`src/rtl/pdm_demod.sv`:
```
// pdm_demod: integrate-and-dump PDM demodulator with a valid/ready result port and sticky overrun.
// Define PDM_DEMOD_AVG_EN to add a registered 4-tap moving average behind the decimator (+1 clk latency).
module pdm_demod #(
  parameter int WIN_LOG2 = 8
) (
  input  logic        clk,
  input  logic        rst,
  input  logic        pdm,
  input  logic        en,
  output logic [15:0] duty,
  output logic        duty_vld,
  input  logic        duty_rdy,
  output logic        ovr,
  input  logic        ovr_clr
);

  localparam logic [1:0] ST_IDLE  = 2'd0;
  localparam logic [1:0] ST_ACCUM = 2'd1;
  localparam logic [1:0] ST_DUMP  = 2'd2;

  localparam logic [WIN_LOG2-1:0] CNT_ONE = 1;

  logic [1:0]          state;
  logic [1:0]          state_nxt;
  logic                pdm_meta;
  logic                pdm_sync;
  logic [WIN_LOG2-1:0] cnt;
  logic [WIN_LOG2:0]   acc;
  logic [WIN_LOG2:0]   sample_ext;
  logic [15:0]         win_res;
  logic                dump;
  logic                res_stb;
  logic [15:0]         res_val;

  // Two-flop synchronizer; pdm is not related to clk.
  // NOTE: sequential state is written with <= so every flop samples pre-edge values.
  always_ff @(posedge clk or posedge rst) begin
    if (rst) begin
      pdm_meta <= 1'b0;
      pdm_sync <= 1'b0;
    end else begin
      pdm_meta <= pdm;
      pdm_sync <= pdm_meta;
    end
  end

  assign sample_ext = {{WIN_LOG2{1'b0}}, pdm_sync};
  assign dump       = (state == ST_DUMP);

  always_comb begin
    // NOTE: default first so no path through the case leaves state_nxt unassigned (no latch).
    state_nxt = state;
    case (state)
      ST_IDLE:  if (en) state_nxt = ST_ACCUM;
      ST_ACCUM: begin
        if (!en)       state_nxt = ST_IDLE;
        else if (&cnt) state_nxt = ST_DUMP;
      end
      ST_DUMP:  state_nxt = en ? ST_ACCUM : ST_IDLE;
      default:  state_nxt = ST_IDLE;
    endcase
  end

  // The DUMP cycle already counts the first sample of the next window, so none is lost.
  always_ff @(posedge clk or posedge rst) begin
    if (rst) begin
      state <= ST_IDLE;
      cnt   <= '0;
      acc   <= '0;
    end else begin
      state <= state_nxt;
      case (state)
        ST_ACCUM: begin
          if (en) begin
            cnt <= cnt + CNT_ONE;
            acc <= acc + sample_ext;
          end else begin
            cnt <= '0;
            acc <= '0;
          end
        end
        ST_DUMP: begin
          if (en) begin
            cnt <= CNT_ONE;
            acc <= sample_ext;
          end else begin
            cnt <= '0;
            acc <= '0;
          end
        end
        default: begin
          cnt <= '0;
          acc <= '0;
        end
      endcase
    end
  end

  // acc's top bit is set only for a full window of ones, which does not fit 16 bits after scaling.
  always_comb begin
    win_res = 16'(acc) << (16 - WIN_LOG2);
    if (acc[WIN_LOG2]) win_res = 16'hFFFF;
  end

`ifdef PDM_DEMOD_AVG_EN
  logic [15:0] hist0;
  logic [15:0] hist1;
  logic [15:0] hist2;
  logic [17:0] avg_sum;
  logic [15:0] avg_val;
  logic        avg_stb;

  assign avg_sum = {2'b00, win_res} + {2'b00, hist0} + {2'b00, hist1} + {2'b00, hist2};

  // History survives en=0; only rst clears it.
  always_ff @(posedge clk or posedge rst) begin
    if (rst) begin
      hist0   <= '0;
      hist1   <= '0;
      hist2   <= '0;
      avg_val <= '0;
      avg_stb <= 1'b0;
    end else begin
      avg_stb <= dump;
      if (dump) begin
        hist2   <= hist1;
        hist1   <= hist0;
        hist0   <= win_res;
        avg_val <= avg_sum[17:2];
      end
    end
  end

  assign res_stb = avg_stb;
  assign res_val = avg_val;
`else
  assign res_stb = dump;
  assign res_val = win_res;
`endif

  // A new result always wins over a same-cycle handshake; it only counts as overrun if unconsumed.
  always_ff @(posedge clk or posedge rst) begin
    if (rst) begin
      duty     <= '0;
      duty_vld <= 1'b0;
      ovr      <= 1'b0;
    end else begin
      if (res_stb) begin
        duty     <= res_val;
        duty_vld <= 1'b1;
      end else if (duty_vld && duty_rdy) begin
        duty_vld <= 1'b0;
      end

      if (res_stb && duty_vld && !duty_rdy) ovr <= 1'b1;
      else if (ovr_clr)                      ovr <= 1'b0;
    end
  end

endmodule

```
`config.mk`:
```
export PLATFORM = sky130hd
export DESIGN_NAME = pdm_demod
export DESIGN_NICKNAME = d
export VERILOG_FILES = /design/src/rtl/pdm_demod.sv
export SDC_FILE = /design/constraint.sdc
export NUM_CORES = 1
export LEC_CHECK = 0
export CORE_UTILIZATION = 40
export CTS_CLUSTER_DIAMETER = 100
export CTS_CLUSTER_SIZE = 16
export DETAILED_ROUTE_END_ITERATION = 8
export HOLD_SLACK_MARGIN = 0.02
export SLEW_MARGIN = 20
export SYNTH_ARGS = -nofsm -noshare
export SYNTH_HDL_FRONTEND = slang
export SYNTH_SLANG_ARGS = --single-unit
```
`constraint.sdc`:
```
create_clock -name clk -period 3 [get_ports clk]
set_input_delay 0.9 -clock clk [delete_from_list [all_inputs] [get_ports clk]]
set_output_delay 0.9 -clock clk [all_outputs]
set_load 0.02 [all_outputs]
```
Word level (Yosys, flattened, before mapping)
Index checks and enable logic that the tools add are counted.
{ "op_classes": {"mux": 16, "addsub": 2, "eq_ne": 4, "reduce_logical": 9} }
{ "op_table": {"columns": ["cell", "count"], "rows": [
  ["$pmux 9 s2", 1],
  ["$mux 16", 1],
  ["$pmux 8 s2", 1],
  ["$add 9x1->9", 1],
  ["$mux 9", 1],
  ["$add 8x1->8 const B", 1],
  ["$mux 8", 1],
  ["$reduce_and 8->1", 1],
  ["$mux 1", 7],
  ["$mux 2", 3],
  ["$pmux 2 s3", 1],
  ["$reduce_bool 2->1", 2],
  ["$logic_and 1x1->1", 3],
  ["$ne 3x3->1 const B", 1],
  ["$eq 2x1->1 const B", 1],
  ["$eq 2x2->1 const B", 1],
  ["$logic_not 2->1", 1],
  ["$ne 2x2->1 const B", 1],
  ["$reduce_and 2->1", 1],
  ["$logic_not 1->1", 1]
]} }
{ "word_totals": {"inputBits": 6, "out_inout_bits": 18, "reg_bits": 39} }

Depth between registers and ports, before layout
Gate-level depths: netlist of the first run.
{ "depth": {"word_depth": 4, "ltp_mapped": 6, "ltp_nobuf": 5} }

Worst setup path before layout of the first run
OpenSTA, ideal clock, no wires.
{ "synth_timing": {"kind": "input to register", "start": "input port en", "end": "register acc[5]", "stages": 4, "n_path_buf": 2, "setup_slack_ns": 1.339, "arrival_ns": 1.583, "path_cell_list": "clkbuf_1 -> nand3_1 -> clkbuf_1 -> a21oi_1"} }
{ "synth_via": {"elab_chain_cells": 2} }
{ "synth_lines": {"columns": ["item", "line_no", "source"], "rows": [
  ["start, declared", "9", "input logic en,"],
  ["$mux 9", "74", "if (en) begin"],
  ["$pmux 9 s2", "72", "case (state)"],
  ["end signal, assigned", "76", "acc <= acc + sample_ext;"],
  ["end signal, assigned", "85", "acc <= sample_ext;"],
  ["end, declared", "28", "logic [WIN_LOG2:0] acc;"]
]} }
Every way passes these cells.
A chain may end at the register's enable or synchronous reset.

==> results.sh, run 1 <==
export IMPL_outcome="finished clean"
export IMPL_netlist_top_cells_count="32 x dfrtp_1, 25 x nor2_1, 16 x a21oi_1"
export IMPL_gp_congestion=0.727
export IMPL_netlist_area_before_placement_um2=1500
export IMPL_diodes=0
export IMPL_cts_root_buf="clkbuf_8"
export IMPL_finalSetupViolations=0
export IMPL_slew_headroom_pct=47.4
export IMPL_worstReg2RegEnd="duty[7]$_DFFE_PP0N_"
export IMPL_synth_area_per_cell_um2=9.84
export IMPL_crit_path_cell_trace="clkdlybuf4s50_1"
export IMPL_timing_final_crit_period_ns=2.29
export IMPL_clkLatencyLatePin_ns=0.28
export IMPL_start_util_pct=43.1
export IMPL_die_h_um=63.2
export IMPL_dp_worst_setup_slack_ns=0.726
export IMPL_ys_types=29
export IMPL_timing_critical_path_max_delay_family="buffers and inverters"
export IMPL_worst_clock_skew_ns=0.00637
export IMPL_cts_htree_levels=2
export IMPL_fin_tns_setup_ns=0
export IMPL_final_hold_violation_count=0
export IMPL_static_leakage_power_uw=0.000773
export IMPL_power_density_cell_area_nw_per_um2=585
export IMPL_layout_cells_sized_above_1_pct=7.60
export IMPL_worst_endpoint_arrival_ns=1.39
export IMPL_clockBufferDepth=2
export IMPL_post_cts_setup_buffer_count=0
export IMPL_finalMaxSlewViolations=0
export IMPL_critical_path_max_stage_delay_ns=0.65
export IMPL_port_buffer_count=23
export IMPL_fmax_ghz=0.437
export IMPL_avgViaCountPerCell=5.10
export IMPL_final_period_util_pct=76.3
export IMPL_postSynthCellCount=152
export IMPL_hold_path_class="flip-flop to flip-flop"
export IMPL_post_dp_hpwl_um=1960
export IMPL_sequential_cell_area_um2=801
export IMPL_multi_input_gate_area_in_the_final_layout_um2=591
export IMPL_final_ant_viol_nets=0
export IMPL_yosys_cell_count_top_type="dfrtp_1"
export IMPL_grt_start_max_net_pins=33
export IMPL_drv_max_cap_violation_count=0
export IMPL_crit_required_ns=2.10
export IMPL_detailedRoute_firstIterationViolations=19
export IMPL_chipWidth_um=63.2
export IMPL_holdPathEnd="pdm_sync$_DFF_PP0_"
export IMPL_fp_dieArea_um2=3990
export IMPL_synth_top_cell_area_share_pct=53.5
export IMPL_critical_path_n_buffers_inverters=1
export IMPL_synth_enable_flop_cells=0
export IMPL_antenna_violations_before_repair=0
export IMPL_core_area_um2=3470
export IMPL_final_net_count=183
export IMPL_net_count_after_synthesis=165
export IMPL_ir_drop_mv=0.406
export IMPL_io_pin_count=24
export IMPL_timing_hold_ws_ns=0.380
export IMPL_synthTopCellsByArea="dfrtp_1 54%, nor2_1 6.3%, ha_1 5.9%"
export IMPL_tritoncts="yes"
export IMPL_route_detailed_wl_per_inst_um=13.2
export IMPL_totalWireLength_um=2870
export IMPL_critical_path_slowest_cell="clkdlybuf4s50_1"
export IMPL_synth_seq_area_share_pct=53.5
export IMPL_grt_util_all_layers_pct=16.1
export IMPL_finalCoreUtilization_pct=52.6
export IMPL_final_area_um2=1820
export IMPL_yosys_register_bits=32
export IMPL_grt_ovfl_total=0
export IMPL_route_vias_total=1106
export IMPL_ys_warnings_count=0
export IMPL_cts_resized_gates=0
export IMPL_fp_row_count=21
export IMPL_dominantRegCellSynth="dfrtp_1"
export IMPL_synth_top_area_cell="dfrtp_1"
export IMPL_ys_async_rst_share_pct=100
export IMPL_min_delay_start="pdm_meta$_DFF_PP0_"
export IMPL_drt_pass1_iterations=6
export IMPL_area_overhead_of_the_layout_relative_to_synthesis_pct=21.9
export IMPL_drc=0
export IMPL_placed_area_um2=1720
export IMPL_tightestPinTransition_ns=0.789
export IMPL_cp_start_kind="flip-flop"
export IMPL_ctsHoldBuffers=0
export IMPL_critical_path_capture_point_type="output port"
export IMPL_worst_hold_path_num_cells=0
export IMPL_cp_max_fo=9
export IMPL_r2r_worst_path_cells=3
export IMPL_worst_setup_hold_path_clk_slew_ns=0.07
export IMPL_n_fill_cell=333
export IMPL_cts_sink_count=32
export IMPL_regToRegSetupSlack_ns=1.26
export IMPL_first_global_vias=1034
export IMPL_regToRegStartpoint="state[0]$_DFFE_PP0P_"
export IMPL_cts_buffers=5
export IMPL_rsz0062_at_grt="false"
export IMPL_finalWorstSetupSlack_ns=0.710
export IMPL_global_route_wire_length_before_repair_um=4850
export IMPL_worstSetupPathType="flip-flop to output port"
[where the power goes]
part           total, uW  internal, uW  switching [uW]
sequential           487           462            24.5
clock                398           246             152
combinational        182          79.7             102
[metrics by stage]
step	total power (uW)	instances
after global placement	674	209
after global routing	1120	217
after detailed placement	679	209
final	1070	217
after CTS	1080	217
after floorplan	606	152
[per-layer routing]
metal  wire length [um]  vias to the layer above  share of wire (%)  track usage [%]
li1                   -                      549                  -                -
met1               1330                      529                 47             19.2
met2               1390                       21                 48             27.2
met3                 98                        7                3.4             4.89
met4                 45                        0                1.6             6.10
met5                  0                        -                  0                0
[placed cells by master, fill, tap and decap left out, types with 2 or more instances in the layout]
cell type,instances
or3_1,3
clkdlybuf4s50_1,23
o31ai_1,2
or3_2,2
nor2_1,25
xor2_1,3
or4_1,2
o21ai_0,6
clkbuf_8,5
xnor2_1,3
nand3_1,6
inv_1,8
a21oi_1,16
ha_1,7
dfrtp_1,32
nand4_1,2
and2_1,2
nand2_1,9
[cells by family (layout without fill, tap and decap cells)]
group | after synthesis | in the layout | share of synthesized area [%]
and+or+nand+nor | 53 | 53 | 16.6
buffers and inverters | 21 | 40 | 7.02
AOI/OAI and AO/OA | 32 | 32 | 12.8
adders and majority gates | 7 | 7 | 5.85
muxes | 1 | 1 | 0.752
DFF | 32 | 32 | 53.5
xor gates and xnor gates | 6 | 6 | 3.51
[registers in the layout (all words and copies together), names as in the netlist]
register	count
cnt	8
duty_vld	1
state	2
acc	9
pdm_meta	1
ovr	1
duty	9
pdm_sync	1
[area by class of cell]
cell class	count	share of cell area [%]
clock buffer	6	3.98
clock inverter	2	1.92
inverter	8	1.65
multi-input combinational	99	32.4
sequential	32	43.9
tap	46	3.16
timing repair buffer	24	13.0
[how the worst max path moves through the flow]
stage	startpoint	endpoint	slack [ns]	cells after the start
3_3_place_gp	en	cnt[7]$_DFF_PP0_	0.80	3
6_report	duty[7]$_DFFE_PP0N_	duty[2]	0.71	1
3_5_place_dp	en	cnt[7]$_DFF_PP0_	0.73	3
2_1_floorplan	en	acc[5]$_DFF_PP0_	1.34	4
4_1_cts	duty[7]$_DFFE_PP0N_	duty[2]	0.69	1
5_1_grt	duty[7]$_DFFE_PP0N_	duty[4]	0.63	1
No activity file was read; power rests on OpenSTA's default activity.
==> run 2: changes to the inputs <==
clock period = 1.95 ns   (was 3 ns; I/O delays follow)
==> results.sh, run 2 (synthesized netlist as in run 1, its figures left out) <==
export IMPL_final_cell_mix="32 x dfrtp_1, 25 x nor2_1, 16 x a21oi_1"
export IMPL_slew_headroom_pct=73.2
export IMPL_grt_ovfl_total=0
export IMPL_timing_critical_path_max_delay_family="buffers and inverters"
export IMPL_worstSetupPathType="flip-flop to output port"
export IMPL_setup_worst_path_start="duty_vld$_DFFE_PP0P_"
export IMPL_regToRegStartpoint="acc[0]$_DFF_PP0_"
export IMPL_final_ant_viol_nets=0
export IMPL_drc=0
export IMPL_cp_start_kind="flip-flop"
export IMPL_first_global_vias=1151
export IMPL_crit_required_ns=1.36
export IMPL_antenna_violations_before_repair=0
export IMPL_final_net_count=186
export IMPL_ir_drop_mv=0.472
export IMPL_finalMaxSlewViolations=0
export IMPL_die_h_um=63.2
export IMPL_grt_util_all_layers_pct=16.3
export IMPL_cts_sink_count=32
export IMPL_worst_endpoint_arrival_ns=1.27
export IMPL_chipWidth_um=63.2
export IMPL_cts_root_buf="clkbuf_8"
export IMPL_critical_path_slowest_cell="clkdlybuf4s50_1"
export IMPL_critical_path_n_buffers_inverters=1
export IMPL_power_density_cell_area_nw_per_um2=852
export IMPL_multi_input_gate_area_in_the_final_layout_um2=591
export IMPL_final_period_util_pct=95.1
export IMPL_outcome="finished clean"
export IMPL_post_dp_hpwl_um=2010
export IMPL_route_detailed_wl_per_inst_um=12.7
export IMPL_fmax_ghz=0.540
export IMPL_crit_path_cell_trace="clkdlybuf4s50_1"
export IMPL_drv_max_cap_violation_count=0
export IMPL_dp_worst_setup_slack_ns=0.256
export IMPL_static_leakage_power_uw=0.000823
export IMPL_n_fill_cell=327
export IMPL_gp_congestion=0.741
export IMPL_tightestPinTransition_ns=0.402
export IMPL_area_overhead_of_the_layout_relative_to_synthesis_pct=21.7
export IMPL_cts_buffers=5
export IMPL_avgViaCountPerCell=5.16
export IMPL_timing_final_crit_period_ns=1.85
export IMPL_worst_clock_skew_ns=0.00179
export IMPL_layout_cells_sized_above_1_pct=9.77
export IMPL_cp_max_fo=3
export IMPL_min_delay_start="pdm_meta$_DFF_PP0_"
export IMPL_totalWireLength_um=2800
export IMPL_fin_tns_setup_ns=0
export IMPL_clockBufferDepth=2
export IMPL_clkLatencyLatePin_ns=0.28
export IMPL_critical_path_max_stage_delay_ns=0.62
export IMPL_diodes=0
export IMPL_timing_hold_ws_ns=0.350
export IMPL_post_cts_setup_buffer_count=0
export IMPL_tritoncts="yes"
export IMPL_finalWorstSetupSlack_ns=0.0964
export IMPL_route_vias_total=1135
export IMPL_finalSetupViolations=0
export IMPL_drt_pass1_iterations=4
export IMPL_layout_top_registers="acc x9, duty x9, cnt x8"
export IMPL_fp_dieArea_um2=3990
export IMPL_worst_setup_hold_path_clk_slew_ns=0.06
export IMPL_final_hold_violation_count=0
export IMPL_cts_resized_gates=8
export IMPL_start_util_pct=43.1
export IMPL_rsz0062_at_grt="false"
export IMPL_core_area_um2=3470
export IMPL_critical_path_capture_point_type="output port"
export IMPL_cts_htree_levels=2
export IMPL_detailedRoute_firstIterationViolations=55
export IMPL_sequential_cell_area_um2=801
export IMPL_global_route_wire_length_before_repair_um=4990
export IMPL_hold_path_class="flip-flop to flip-flop"
export IMPL_final_common_cell="dfrtp_1"
export IMPL_grt_start_max_net_pins=33
export IMPL_ctsHoldBuffers=0
export IMPL_fp_row_count=21
export IMPL_port_buffer_count=23
export IMPL_io_pin_count=24
run 2: cell types whose count changed in the layout (fill, tap and decap cells not counted):
| cell | change |
|---|---|
| buf_4 | +3 |
| dlygate4sd2_1 | +8 |
| bufinv_16 | -1 |
| clkdlybuf4s50_1 | -8 |
| clkbuf_1 | -1 |
| clkinv_2 | +1 |
| clkbuf_8 | +1 |
run 2: worst register-to-register path, cell delays in order (launching register included):
cell,delay (ns)
dfrtp_1,0.36
ha_1,0.20
ha_1,0.24
nand2_1,0.11
or4_1,0.47
a21oi_1,0.16
run 2: path summary, 6_finish.rpt:
check	end	slack, ns	depth (start not counted)
setup / recovery	duty_vld	0.1	1
max in group asynchronous	state[1]$_DFFE_PP0P_	0.97	3
min in group asynchronous	cnt[5]$_DFF_PP0_	0.69	3
hold / removal	pdm_sync$_DFF_PP0_	0.35	0
hold reg to reg	pdm_sync$_DFF_PP0_	0.35	0
setup reg to reg	acc[8]$_DFF_PP0_	0.34	5
run 2: report_power, final:
| group | switching, uW | leakage (uW) | total [uW] | internal, uW |
|---|---|---|---|---|
| combinational | 163 | 0.000340 | 292 | 129 |
| clock | 232 | 0.0000510 | 513 | 281 |
| sequential | 35.3 | 0.000431 | 746 | 711 |
run 2: layout make-up:
class,count,area share (%)
inverter,8,1.65
multi-input combinational,99,32.4
tap,46,3.16
clock buffer,6,4.53
timing repair buffer,27,13.7
clock inverter,2,0.549
sequential,32,44.0
run 2: layer usage:
layer	global-route usage [%]	wire length [um]	up-vias
li1	-	-	550
met1	18.5	1250	555
met2	28.6	1410	23
met3	3.80	83	7
met4	7.85	50	0
met5	0	0	-
run 2: through the flow:
stage / area, um^2 / power, uW / util (%) / cells
6_report: 1820 / 1550 / 52.5 / 220
5_1_grt: 1820 / 1640 / 52.5 / 220
4_1_cts: 1820 / 1580 / 52.5 / 220
3_5_place_dp: 1740 / 1050 / 50.1 / 212
3_3_place_gp: 1740 / 1040 / 50.1 / 212
2_1_floorplan: 1500 / 933 / - / 152
